`src/rtl/greenhouse_actuator_sequencer_if.sv`:
```
// Greenhouse actuator sequencer: request/drive bundle
// between the sensor logic and the PMOD pins.
interface greenhouse_actuator_sequencer_if;
  logic [9:0] req;
  logic [9:0] drive;
  logic       pump_lockout;
  logic       staging;

  modport master (
    output req,
    input  drive,
    input  pump_lockout,
    input  staging
  );

  modport slave (
    input  req,
    output drive,
    output pump_lockout,
    output staging
  );
endinterface

```
`src/rtl/greenhouse_actuator_sequencer.sv`:
```
// Greenhouse actuator sequencer: request qualification,
// inrush-limited turn-on arbitration and pump protection.
module greenhouse_actuator_sequencer #(
  parameter int TICK_DIV     = 100_000,
  parameter int QUAL_TICKS   = 4,
  parameter int STAGE_TICKS  = 10,
  parameter int PUMP_MIN_ON  = 5,
  parameter int PUMP_MIN_OFF = 20,
  parameter int PUMP_MAX_ON  = 600,
  parameter int PUMP_REST    = 300
) (
  input logic clk,
  input logic rst,
  greenhouse_actuator_sequencer_if.slave bus
);

  localparam int PW = $clog2(TICK_DIV);
  localparam int QW = $clog2(QUAL_TICKS + 1);
  localparam int SW = $clog2(STAGE_TICKS + 1);
  localparam int C1 =
    (PUMP_MAX_ON > PUMP_REST) ? PUMP_MAX_ON : PUMP_REST;
  localparam int CM =
    (C1 > PUMP_MIN_OFF) ? C1 : PUMP_MIN_OFF;
  localparam int CW = $clog2(CM + 1);

  typedef enum logic [1:0] {
    IDLE,
    RUN,
    REST,
    LOCKOUT
  } pump_st_t;

  logic [9:0]    s1;
  logic [9:0]    sreq;
  logic [9:0]    qreq;
  logic [9:0]    qn;
  logic [QW-1:0] qcnt   [10];
  logic [QW-1:0] qcnt_n [10];
  logic [PW-1:0] pcnt;
  logic          tick;
  logic          tick_d;
  logic [SW-1:0] stage_t;
  logic [SW-1:0] stage_n;
  logic [8:0]    drv;
  logic [8:0]    drv_n;
  logic          stg;
  pump_st_t      st;
  pump_st_t      st_n;
  logic [CW-1:0] cnt;
  logic [CW-1:0] cnt_n;
  logic          pump_rise;
  logic          fan_rise;
  logic          light_rise;
  logic [7:0]    pend;
  logic [7:0]    light_oh;

  assign tick = (pcnt == PW'(TICK_DIV - 1));

  // A bit must disagree for QUAL_TICKS consecutive ticks.
  always_comb begin
    qn = qreq;
    for (int i = 0; i < 10; i++) begin
      qcnt_n[i] = '0;
      if (sreq[i] != qreq[i]) begin
        if (qcnt[i] == QW'(QUAL_TICKS - 1))
          qn[i] = sreq[i];
        else
          qcnt_n[i] = qcnt[i] + 1'b1;
      end
    end
  end

  always_comb begin
    st_n  = st;
    cnt_n = cnt;
    unique case (st)
      IDLE: begin
        if (qn[9]) begin
          st_n  = RUN;
          cnt_n = CW'(1);
        end
      end
      RUN: begin
        if (cnt == CW'(PUMP_MAX_ON)) begin
          st_n  = LOCKOUT;
          cnt_n = CW'(PUMP_REST);
        end else if (!qn[9] &&
                     cnt >= CW'(PUMP_MIN_ON)) begin
          st_n  = REST;
          cnt_n = CW'(PUMP_MIN_OFF);
        end else begin
          cnt_n = cnt + 1'b1;
        end
      end
      REST, LOCKOUT: begin
        if (cnt == CW'(1))
          st_n = IDLE;
        else
          cnt_n = cnt - 1'b1;
      end
      default: st_n = IDLE;
    endcase
  end

  // One rise per tick: pump, then fan, then lowest light.
  always_comb begin
    pump_rise  = (st == IDLE) && qn[9];
    fan_rise   = qn[8] && !drv[8] && !pump_rise;
    pend       = qn[7:0] & ~drv[7:0];
    light_oh   = pend & (~pend + 8'd1);
    light_rise = (stage_t == '0) && !pump_rise &&
                 !fan_rise && (pend != '0);
    drv_n[7:0] = (drv[7:0] & qn[7:0]) |
                 (light_rise ? light_oh : 8'd0);
    drv_n[8]   = qn[8] && (drv[8] || fan_rise);
    if (light_rise)
      stage_n = SW'(STAGE_TICKS - 1);
    else if (stage_t != '0)
      stage_n = stage_t - 1'b1;
    else
      stage_n = stage_t;
  end

  always_ff @(posedge clk) begin
    if (rst) begin
      st  <= IDLE;
      cnt <= '0;
    end else if (tick) begin
      st  <= st_n;
      cnt <= cnt_n;
    end
  end

  always_ff @(posedge clk) begin
    if (rst) begin
      s1      <= '0;
      sreq    <= '0;
      pcnt    <= '0;
      tick_d  <= 1'b0;
      qreq    <= '0;
      drv     <= '0;
      stage_t <= '0;
      stg     <= 1'b0;
      for (int i = 0; i < 10; i++)
        qcnt[i] <= '0;
    end else begin
      s1     <= bus.req;
      sreq   <= s1;
      pcnt   <= tick ? '0 : pcnt + 1'b1;
      tick_d <= tick;
      if (tick) begin
        qreq    <= qn;
        drv     <= drv_n;
        stage_t <= stage_n;
        for (int i = 0; i < 10; i++)
          qcnt[i] <= qcnt_n[i];
      end
      if (tick_d)
        stg <= |(qreq[7:0] & ~drv[7:0]);
    end
  end

  assign bus.drive        = {st == RUN, drv};
  assign bus.pump_lockout = (st == LOCKOUT);
  assign bus.staging      = stg;

endmodule

```
`src/flat_wrapper.sv`:
```
// flat-port wrapper written by rule: the top's interface ports become plain ports
module greenhouse_actuator_sequencer_flat 
#(
  parameter int TICK_DIV     = 100_000,
  parameter int QUAL_TICKS   = 4,
  parameter int STAGE_TICKS  = 10,
  parameter int PUMP_MIN_ON  = 5,
  parameter int PUMP_MIN_OFF = 20,
  parameter int PUMP_MAX_ON  = 600,
  parameter int PUMP_REST    = 300
)
  (clk, rst, bus_req, bus_drive, bus_pump_lockout, bus_staging);
  greenhouse_actuator_sequencer_if bus_i ();
  input logic clk;
  input logic rst;
  input wire logic [$bits(bus_i.req)-1:0] bus_req;
  output wire logic [$bits(bus_i.drive)-1:0] bus_drive;
  output wire logic [$bits(bus_i.pump_lockout)-1:0] bus_pump_lockout;
  output wire logic [$bits(bus_i.staging)-1:0] bus_staging;
  assign bus_i.req = bus_req;
  assign bus_drive = bus_i.drive;
  assign bus_pump_lockout = bus_i.pump_lockout;
  assign bus_staging = bus_i.staging;
  greenhouse_actuator_sequencer #(.TICK_DIV(TICK_DIV), .QUAL_TICKS(QUAL_TICKS), .STAGE_TICKS(STAGE_TICKS), .PUMP_MIN_ON(PUMP_MIN_ON), .PUMP_MIN_OFF(PUMP_MIN_OFF), .PUMP_MAX_ON(PUMP_MAX_ON), .PUMP_REST(PUMP_REST)) u_core (.clk(clk), .rst(rst), .bus(bus_i));
endmodule
```
`config.mk`:
```
export PLATFORM = sky130hd
export DESIGN_NAME = greenhouse_actuator_sequencer_flat
export DESIGN_NICKNAME = d
export VERILOG_FILES = /design/src/rtl/greenhouse_actuator_sequencer_if.sv /design/src/rtl/greenhouse_actuator_sequencer.sv /design/src/flat_wrapper.sv
export SDC_FILE = /design/constraint.sdc
export NUM_CORES = 1
export LEC_CHECK = 0
export BUFFER_PORTS_ARGS = -buffer_cell sky130_fd_sc_hd__buf_2
export CAP_MARGIN = 20
export CORE_ASPECT_RATIO = 0.75
export CORE_MARGIN = 2
export CORE_UTILIZATION = 61
export CTS_CLUSTER_SIZE = 14
export DETAILED_ROUTE_END_ITERATION = 10
export PLACE_DENSITY_LB_ADDON = 0.2
export SYNTH_ARGS = -nofsm -noshare
export SYNTH_HDL_FRONTEND = slang
export SYNTH_SLANG_ARGS = --single-unit
```
`constraint.sdc`:
```
create_clock -name clk -period 3.9 [get_ports clk]
set_clock_uncertainty 0.15 [all_clocks]
set_input_delay 0.585 -clock clk [delete_from_list [all_inputs] [get_ports clk]]
set_output_delay 0.585 -clock clk [all_outputs]
set_load 0.005 [all_outputs]
```
Word-level counts from Yosys, hierarchy flattened

Memory sizes are Yosys's and may differ from the RTL's.
Cells that the tools add are included.
W data, S select, Z words.

Add/subtract/negate cells: 15
$lt $le $gt $ge: 1
Equal/unequal tests: 30
Multiplexer cells: 68
Bitwise logic cells: 17
Reductions and logical operators: 24

Operators with widths:

| operator                | count |
|---|---|
| $mux W3                 | 30 |
| $mux W10                | 4 |
| $and A8 B8 Y8           | 4 |
| $add A3 B1 Y3 const B   | 10 |
| $eq A3 B2 Y1 const B    | 10 |
| $pmux W10 S3            | 1 |
| $mux W1                 | 25 |
| $add A17 B1 Y17 const B | 1 |
| $eq A17 B17 Y1 const B  | 1 |
| $not A8 Y8              | 2 |
| $add A10 B1 Y10 const B | 1 |
| $eq A10 B1 Y1 const B   | 1 |
| $eq A10 B10 Y1 const B  | 1 |
| $ge A10 B3 Y1 const B   | 1 |
| $ne A1 B1 Y1            | 10 |
| $or A1 B1 Y1            | 10 |
| $sub A10 B1 Y10 const B | 1 |
| $add A8 B1 Y8 const B   | 1 |
| $logic_and A1 B1 Y1     | 8 |
| $mux W2                 | 4 |
| $mux W4                 | 2 |
| $mux W8                 | 1 |
| $or A8 B8 Y8            | 1 |
| $reduce_bool A8 Y1      | 1 |
| 18 further kinds        | 24 |

Register bits: 74
Bits in writable memories: 30
Bits of input ports: 12
Output and inout bits: 12
Logic and storage cells: 166
Memories: 1

Memories:

| memory      | depth | bits a word | rd ports | clocked after memory_dff | write ports | line                                | text |
|---|---|---|---|---|---|---|---|
| u_core.qcnt | 10    | 3           | 10       | 0                        | 10          | greenhouse_actuator_sequencer.sv:37 | `logic [QW-1:0] qcnt [10];` |

Depth between registers and ports, before layout

Gate-level depths: netlist (run 1).

Depth after elaboration: 11
Gate-level depth with buffers: 8
Gate-level depth less buffers: 7

Least setup slack after synthesis (run 1)

No wires, ideal clock.

Path kind: flip-flop to flip-flop
Start: register u_core.pcnt[0]
End: memory u_core.qcnt[0][0] (netlist bit) (enable)
Setup time: 0.376 ns
Data arrival time: 2.206 ns
Required time: 3.374 ns
Path slack: 1.168 ns
Stages on the path, launching flop included: 7
Buffers on the path: 2
Clock period less this slack: 2.732 ns
Cell sequence: dfxtp_1 -> ha_1 -> nand4_1 -> or4_1 -> buf_6 -> nand2_1 -> buf_2

RTL lines:

| element                  | line                                 | text |
|---|---|---|
| start: declaration       | greenhouse_actuator_sequencer.sv:39  | `logic [PW-1:0] pcnt;` |
| start signal: assignment | greenhouse_actuator_sequencer.sv:149 | `pcnt <= tick ? '0 : pcnt + 1'b1;` |
| end: declaration         | greenhouse_actuator_sequencer.sv:37  |  |

==> results of run 1 <==
-- cell usage after synthesis (3+ instances only) --
library cell	count
nor4_1	6
ha_1	26
nor3_1	11
mux2i_1	9
xnor2_1	21
dfxtp_1	74
clkbuf_1	13
o21a_1	12
and3_1	6
mux2_2	5
o31ai_1	3
o21ai_0	12
o22ai_1	3
a31oi_1	13
a21oi_1	19
a21boi_0	3
nand3_1	16
nor2_1	63
a211oi_1	6
nand2b_1	4
or3_1	13
nor2b_1	24
nand2_1	24
o2111ai_1	5
nand4_1	7
xor2_1	8
nor4_4	3
edfxtp_1	30
nor4b_1	4
inv_1	39
or4_1	3
-- state kept, by name (all words and copies together) (netlist names) --
name / flops
u_core.cnt: 10
u_core.bus.staging: 1
u_core.tick_d: 1
u_core.pcnt: 17
u_core.st: 2
u_core.drv: 9
u_core.qreq: 10
u_core.s1: 10
u_core.qcnt: 30
u_core.stage_t: 4
u_core.sreq: 10
-- cell families (layout without fill, tap and decap cells) --
group / count (synthesis) / after routing / synth area share [%]
AO/OA/AOI/OAI: 99 / 99 / 13.00
XOR/XNOR: 29 / 29 / 4.888
adder cells (fa/ha/maj): 26 / 26 / 6.260
buffers and inverters: 60 / 84 / 5.610
flip-flops: 104 / 104 / 45.85
multiplexers: 14 / 14 / 2.817
AND/OR/NAND/NOR: 201 / 201 / 21.58
-- metal layers --
metal	vias to the layer above	track usage, %	share of wire [%]
met4	0	10.00	2.2
met3	24	8.642	7.8
met1	1917	34.45	46
met5	-	0	0
met2	151	38.48	44
li1	1948	-	-
-- report_power, final --
part | switching (W) | internal (W) | total [W]
Combinational | 0.0000470 | 0.0000342 | 0.0000813
Sequential | 0.0000137 | 0.00114 | 0.00115
Clock | 0.000410 | 0.000506 | 0.000916
-- worst max-delay path, stage by stage (launching register included) --
cell,delay (ns)
edfxtp_1,0.39
ha_1,0.22
ha_1,0.21
mux2_2,0.30
a222oi_1,0.58
nor4b_1,0.43
or2_0,0.45
a21boi_0,0.18
-- worst max-delay path by stage --
stage | startpoint | endpoint | slack (ns) | depth (start not counted)
final | u_core.qcnt[0][6] | u_core.drv[0] | 0.86 | 7
after global routing | u_core.qcnt[0][6] | u_core.drv[0] | 0.73 | 7
after CTS | u_core.qcnt[0][6] | u_core.drv[0] | 0.88 | 7
after detailed placement | u_core.qcnt[0][6] | u_core.drv[0] | 0.89 | 7
after global placement | u_core.qcnt[0][6] | u_core.drv[1] | 0.92 | 7
after floorplan | u_core.pcnt[0] | u_core.qcnt[0][0] | 1.17 | 6
-- final cells by class --
| class | count | area, µm² | share of cell area [%] |
|---|---|---|---|
| well taps | 108 | 135.1 | 2.388 |
| repair buffers | 29 | 160.2 | 2.830 |
| multi-input cells | 369 | 2531 | 44.73 |
| inverters | 39 | 146.4 | 2.587 |
| flip-flops and latches | 104 | 2382 | 42.10 |
| clock buffers | 9 | 225.2 | 3.980 |
| clock inverters | 7 | 78.83 | 1.393 |
-- stage by stage --
stage | power (W) | std cells | worst slack, ns
finish | 0.002148 | 665 | 0.8620
global placement | 0.001251 | 649 | 0.9248
detailed placement | 0.001256 | 649 | 0.8930
floorplan | 0.001230 | 533 | 1.168
global route | 0.002221 | 665 | 0.7257
CTS | 0.002164 | 665 | 0.8833
==> flow_metrics.py, run 1 <==
metrics = {
    "run_status": {
        "status": "complete, no violations",
    },
    "die": {
        "io_pins": 24,
        "design.die.area_mm2": 0.009281,
        "rows": 29,
        "die_w_um": 110.6,
        "floorplan.initialDensity_pct": 61.99,
        "coreArea_mm2": 0.008382,
        "die_h_um": 83.93,
    },
    "layout": {
        "diodes": 0,
        "final_common_cell": "dfxtp_1",
        "final_net_count": 590,
        "post-route-util_pct": 67.52,
        "area_growth_pct": 8.909,
        "stdcell_area_mm2": 0.005659,
        "drive_gt1_share_pct": 11.67,
        "fill_cells": 674,
        "final_cell_mix": "dfxtp_1, nor2_1, inv_1",
    },
    "cts": {
        "clk_pin_slew_worst_paths_ns": 0.07,
        "clock_latency_ns": 0.35,
        "holdBufCountCts": 0,
        "post_cts_resized": 0,
        "cts.sinks": 104,
        "tritoncts": "yes",
        "cts_buffers": 9,
        "ctsRootBufferMaster": "clkbuf_16",
        "post-cts-setup-buffers": 0,
        "cts_buffer_depth": 2,
        "h-tree-depth": 3,
    },
    "synth": {
        "synth_seq_cells": 104,
        "ys_async_sr_fraction_pct": 0,
        "synth_cell_types": 66,
        "yosys-top-cells-area": "dfxtp_1, edfxtp_1, ha_1",
        "syn_nets": 571,
        "synth_top_area_share_pct": 28.51,
        "ys.flop_type": "dfxtp_1",
        "synth_edf_count": 30,
        "yosysSeqAreaShare_pct": 45.85,
        "synth_area_mm2": 0.005196,
        "synth_top_area_cell": "dfxtp_1",
        "syn_avg_cell_area_um2": 9.749,
        "synth_cells": 533,
        "synth_warnings": 0,
    },
    "placement": {
        "port_buffers": 23,
        "place_congestion": 0.9747,
        "placed_area_mm2": 0.005355,
        "dpl.hpwl_um": 8017,
    },
    "drt": {
        "drt_iter0_markers": 295,
        "firstDrtPassIters": 4,
        "final_antenna_net_count": 0,
        "routedWlPerCell_um": 16.90,
        "vias": 4040,
        "drc_errors": 0,
        "routed_wl_um": 11240,
        "routed_via_density": 6.075,
    },
    "job": {
        "drv_cap": 0,
    },
    "global_route": {
        "grt_use_total_pct": 25.66,
        "grt_pass1_wl_um": 19040,
        "antenna_found_initial": 0,
        "overflow": 0,
        "first_global_vias": 3945,
        "grt_max_degree": 50,
    },
    "min_path": {
        "holdPathStages": 2,
        "min_to": "u_core.s1[4]",
        "worstHoldPathType": "in -> reg",
        "hold_start": "bus_req[4]",
    },
    "sta": {
        "period_share_pct": 77.90,
        "min_period_ns": 3.038,
        "slew_headroom_pct": 44.64,
        "tns_ns": 0,
        "timing.hold.ws_ns": 0.2865,
        "max_freq_mhz": 329.2,
        "finalSetupViolations": 0,
        "slew_viol_final": 0,
        "tightest_slew_ns": 0.8189,
        "rsz0062_at_grt": "no",
        "hold_viol_final": 0,
    },
    "critical_path": {
        "crit_arrival_ns": 3.10,
        "critPathRequiredTime_ns": 3.96,
        "critPathKind": "reg -> reg",
        "timing.rr.end": "u_core.drv[0]",
        "path_max_fanout": 7,
        "crit_path_end_kind": "flip-flop",
        "reg2regPathDepth": 7,
        "r2r_slack_ns": 0.86,
        "crit_path_start_kind": "flip-flop",
        "reg2reg_from": "u_core.qcnt[0][6]",
    },
    "power": {
        "ir_drop_mv": 0.4533,
        "power.leakage_nw": 2.180,
        "pwr_density_cell_mw_per_mm2": 379.5,
    },
}
Note: power is estimated with default switching activity, not from simulation.
==> run 2: changes to the inputs <==
--- a/config.mk
+++ b/config.mk
@@ -9,7 +9,7 @@
 export CAP_MARGIN = 20
 export CORE_ASPECT_RATIO = 0.75
 export CORE_MARGIN = 2
-export CORE_UTILIZATION = 61
+export CORE_UTILIZATION = 55
 export CTS_CLUSTER_SIZE = 14
 export DETAILED_ROUTE_END_ITERATION = 10
 export PLACE_DENSITY_LB_ADDON = 0.2
==> constraint.sdc (replaced) <==
create_clock -name clk -period 2.7 [get_ports clk]
set_clock_uncertainty 0.15 [all_clocks]
set_input_delay 0.405 -clock clk [delete_from_list [all_inputs] [get_ports clk]]
set_output_delay 0.405 -clock clk [all_outputs]
set_load 0.005 [all_outputs]
==> flow_metrics.py, run 2 (synthesis gave the netlist of run 1 again) <==
metrics = {
    "drt": {
        "routed_wl_um": 11180,
        "vias": 4019,
        "routedWlPerCell_um": 15.92,
        "firstDrtPassIters": 4,
        "routed_via_density": 5.725,
        "final_antenna_net_count": 0,
        "drc_errors": 0,
        "drt_iter0_markers": 280,
    },
    "job": {
        "drv_cap": 0,
    },
    "layout": {
        "final_cell_mix": "dfxtp_1, nor2_1, inv_1",
        "reg.largest.list": "u_core.qcnt: 30 flops, u_core.pcnt: 17 flops",
        "fill_cells": 784,
        "drive_gt1_share_pct": 14.98,
        "diodes": 0,
        "final_common_cell": "dfxtp_1",
        "final_net_count": 607,
        "post-route-util_pct": 64.44,
        "area_growth_pct": 13.12,
        "regMostFlops": "u_core.qcnt",
        "largest_reg_flops": 30,
    },
    "sta": {
        "slew_headroom_pct": 61.91,
        "tns_ns": 0,
        "finalSetupViolations": 0,
        "max_freq_mhz": 389.7,
        "layout_setup_ws_ns": 0.1342,
        "period_share_pct": 95.03,
        "slew_viol_final": 0,
        "rsz0062_at_grt": "no",
        "tightest_slew_ns": 0.5714,
        "hold_viol_final": 0,
        "min_period_ns": 2.566,
    },
    "cts": {
        "post-cts-setup-buffers": 0,
        "h-tree-depth": 3,
        "ctsRootBufferMaster": "clkbuf_16",
        "tritoncts": "yes",
        "holdBufCountCts": 0,
        "cts_buffers": 9,
        "cts_buffer_depth": 2,
        "clk_pin_slew_worst_paths_ns": 0.07,
        "cts.sinks": 104,
        "clock_latency_ns": 0.34,
    },
    "global_route": {
        "overflow": 0,
        "grt_pass1_wl_um": 18330,
        "first_global_vias": 3797,
        "grt_max_degree": 49,
        "grt_use_total_pct": 23.07,
        "antenna_found_initial": 0,
    },
    "die": {
        "die_h_um": 88.18,
        "rows": 30,
        "floorplan.initialDensity_pct": 56.97,
        "die_w_um": 116.2,
        "io_pins": 24,
        "coreArea_mm2": 0.009121,
        "design.die.area_mm2": 0.01025,
    },
    "critical_path": {
        "crit_path_start_kind": "flip-flop",
        "crit_path_end_kind": "flip-flop",
        "critPathKind": "reg -> reg",
        "path_max_fanout": 7,
        "crit_arrival_ns": 2.69,
        "critPathRequiredTime_ns": 2.82,
    },
    "placement": {
        "dpl.hpwl_um": 7948,
        "place_congestion": 0.9517,
        "place_worst_setup_slack_ns": 0.0007581,
        "port_buffers": 23,
    },
    "power": {
        "ir_drop_mv": 0.4059,
        "finalPower_w": 0.003164,
        "power.leakage_nw": 2.282,
        "pwr_density_cell_mw_per_mm2": 538.2,
    },
    "min_path": {
        "worstHoldPathType": "in -> reg",
    },
    "run_status": {
        "status": "complete, no violations",
    },
}
==> run 2: cell count changes in the layout (fill, tap and decap cells not counted), sizes merged <==
cell | previous run | this run
buf | 29 | 46
clkbuf | 9 | 11
clkinv | 3 | 1
bufinv | 1 | 2
inv | 42 | 41
==> run 2: path summary, 6_finish.rpt <==
kind	cells after the start	start	slack (ns)	to
worst max register to register	6	u_core.pcnt[6]	0.13	u_core.cnt[3]
worst min register to register	1	u_core.s1[3]	0.29	u_core.sreq[3]
worst min-delay path	2	bus_req[5]	0.12	u_core.s1[5]
worst max-delay path	6	u_core.pcnt[6]	0.13	u_core.cnt[3]
==> run 2: critical path: stages (launching register included) <==
cell	delay, ns
dfxtp_1	0.35
or4_4	0.60
or4_4	0.54
buf_4	0.19
nor4b_1	0.39
o21ai_0	0.13
a31oi_1	0.14
==> run 2: stage by stage <==
| stage | instance area, µm² | std cells | hold WS [ns] |
|---|---|---|---|
| after floorplan | 5199 | 533 | 0.2638 |
| after global placement | 5533 | 686 | 0.2655 |
| after detailed placement | 5533 | 686 | 0.2749 |
| after CTS | 5852 | 702 | 0.1125 |
| after global routing | 5878 | 702 | 0.1084 |
| final | 5878 | 702 | 0.1228 |
==> run 2: power breakdown <==
group	internal, W	total, W	switching (W)	leakage [nW]
Combinational	0.0000540	0.000122	0.0000678	1.24
Clock	0.000822	0.00138	0.000558	0.155
Sequential	0.00164	0.00166	0.0000200	0.885
==> run 2: routing by layer <==
layer,track usage (%),wire (µm),vias to the layer above
met5,0,0,-
met4,6.061,106,0
met3,6.505,787,12
met2,35.10,5005,148
met1,32.54,5277,1875
li1,-,-,1984
==> run 2: area by class of cell <==
class | count | area, µm² | area share [%]
clock buffer | 11 | 232.7 | 3.959
sequential | 104 | 2382 | 40.53
timing repair buffer | 46 | 312.8 | 5.321
tap | 128 | 160.2 | 2.725
multi-input combinational | 369 | 2557 | 43.51
inverter | 39 | 146.4 | 2.490
clock inverter | 5 | 86.33 | 1.469
==> run 2: timing repair <==
action / CTS / global route
resized for setup: 0 / 7
setup endpoints to repair: 0 / 13
endpoints found under the hold margin: 0 / 0
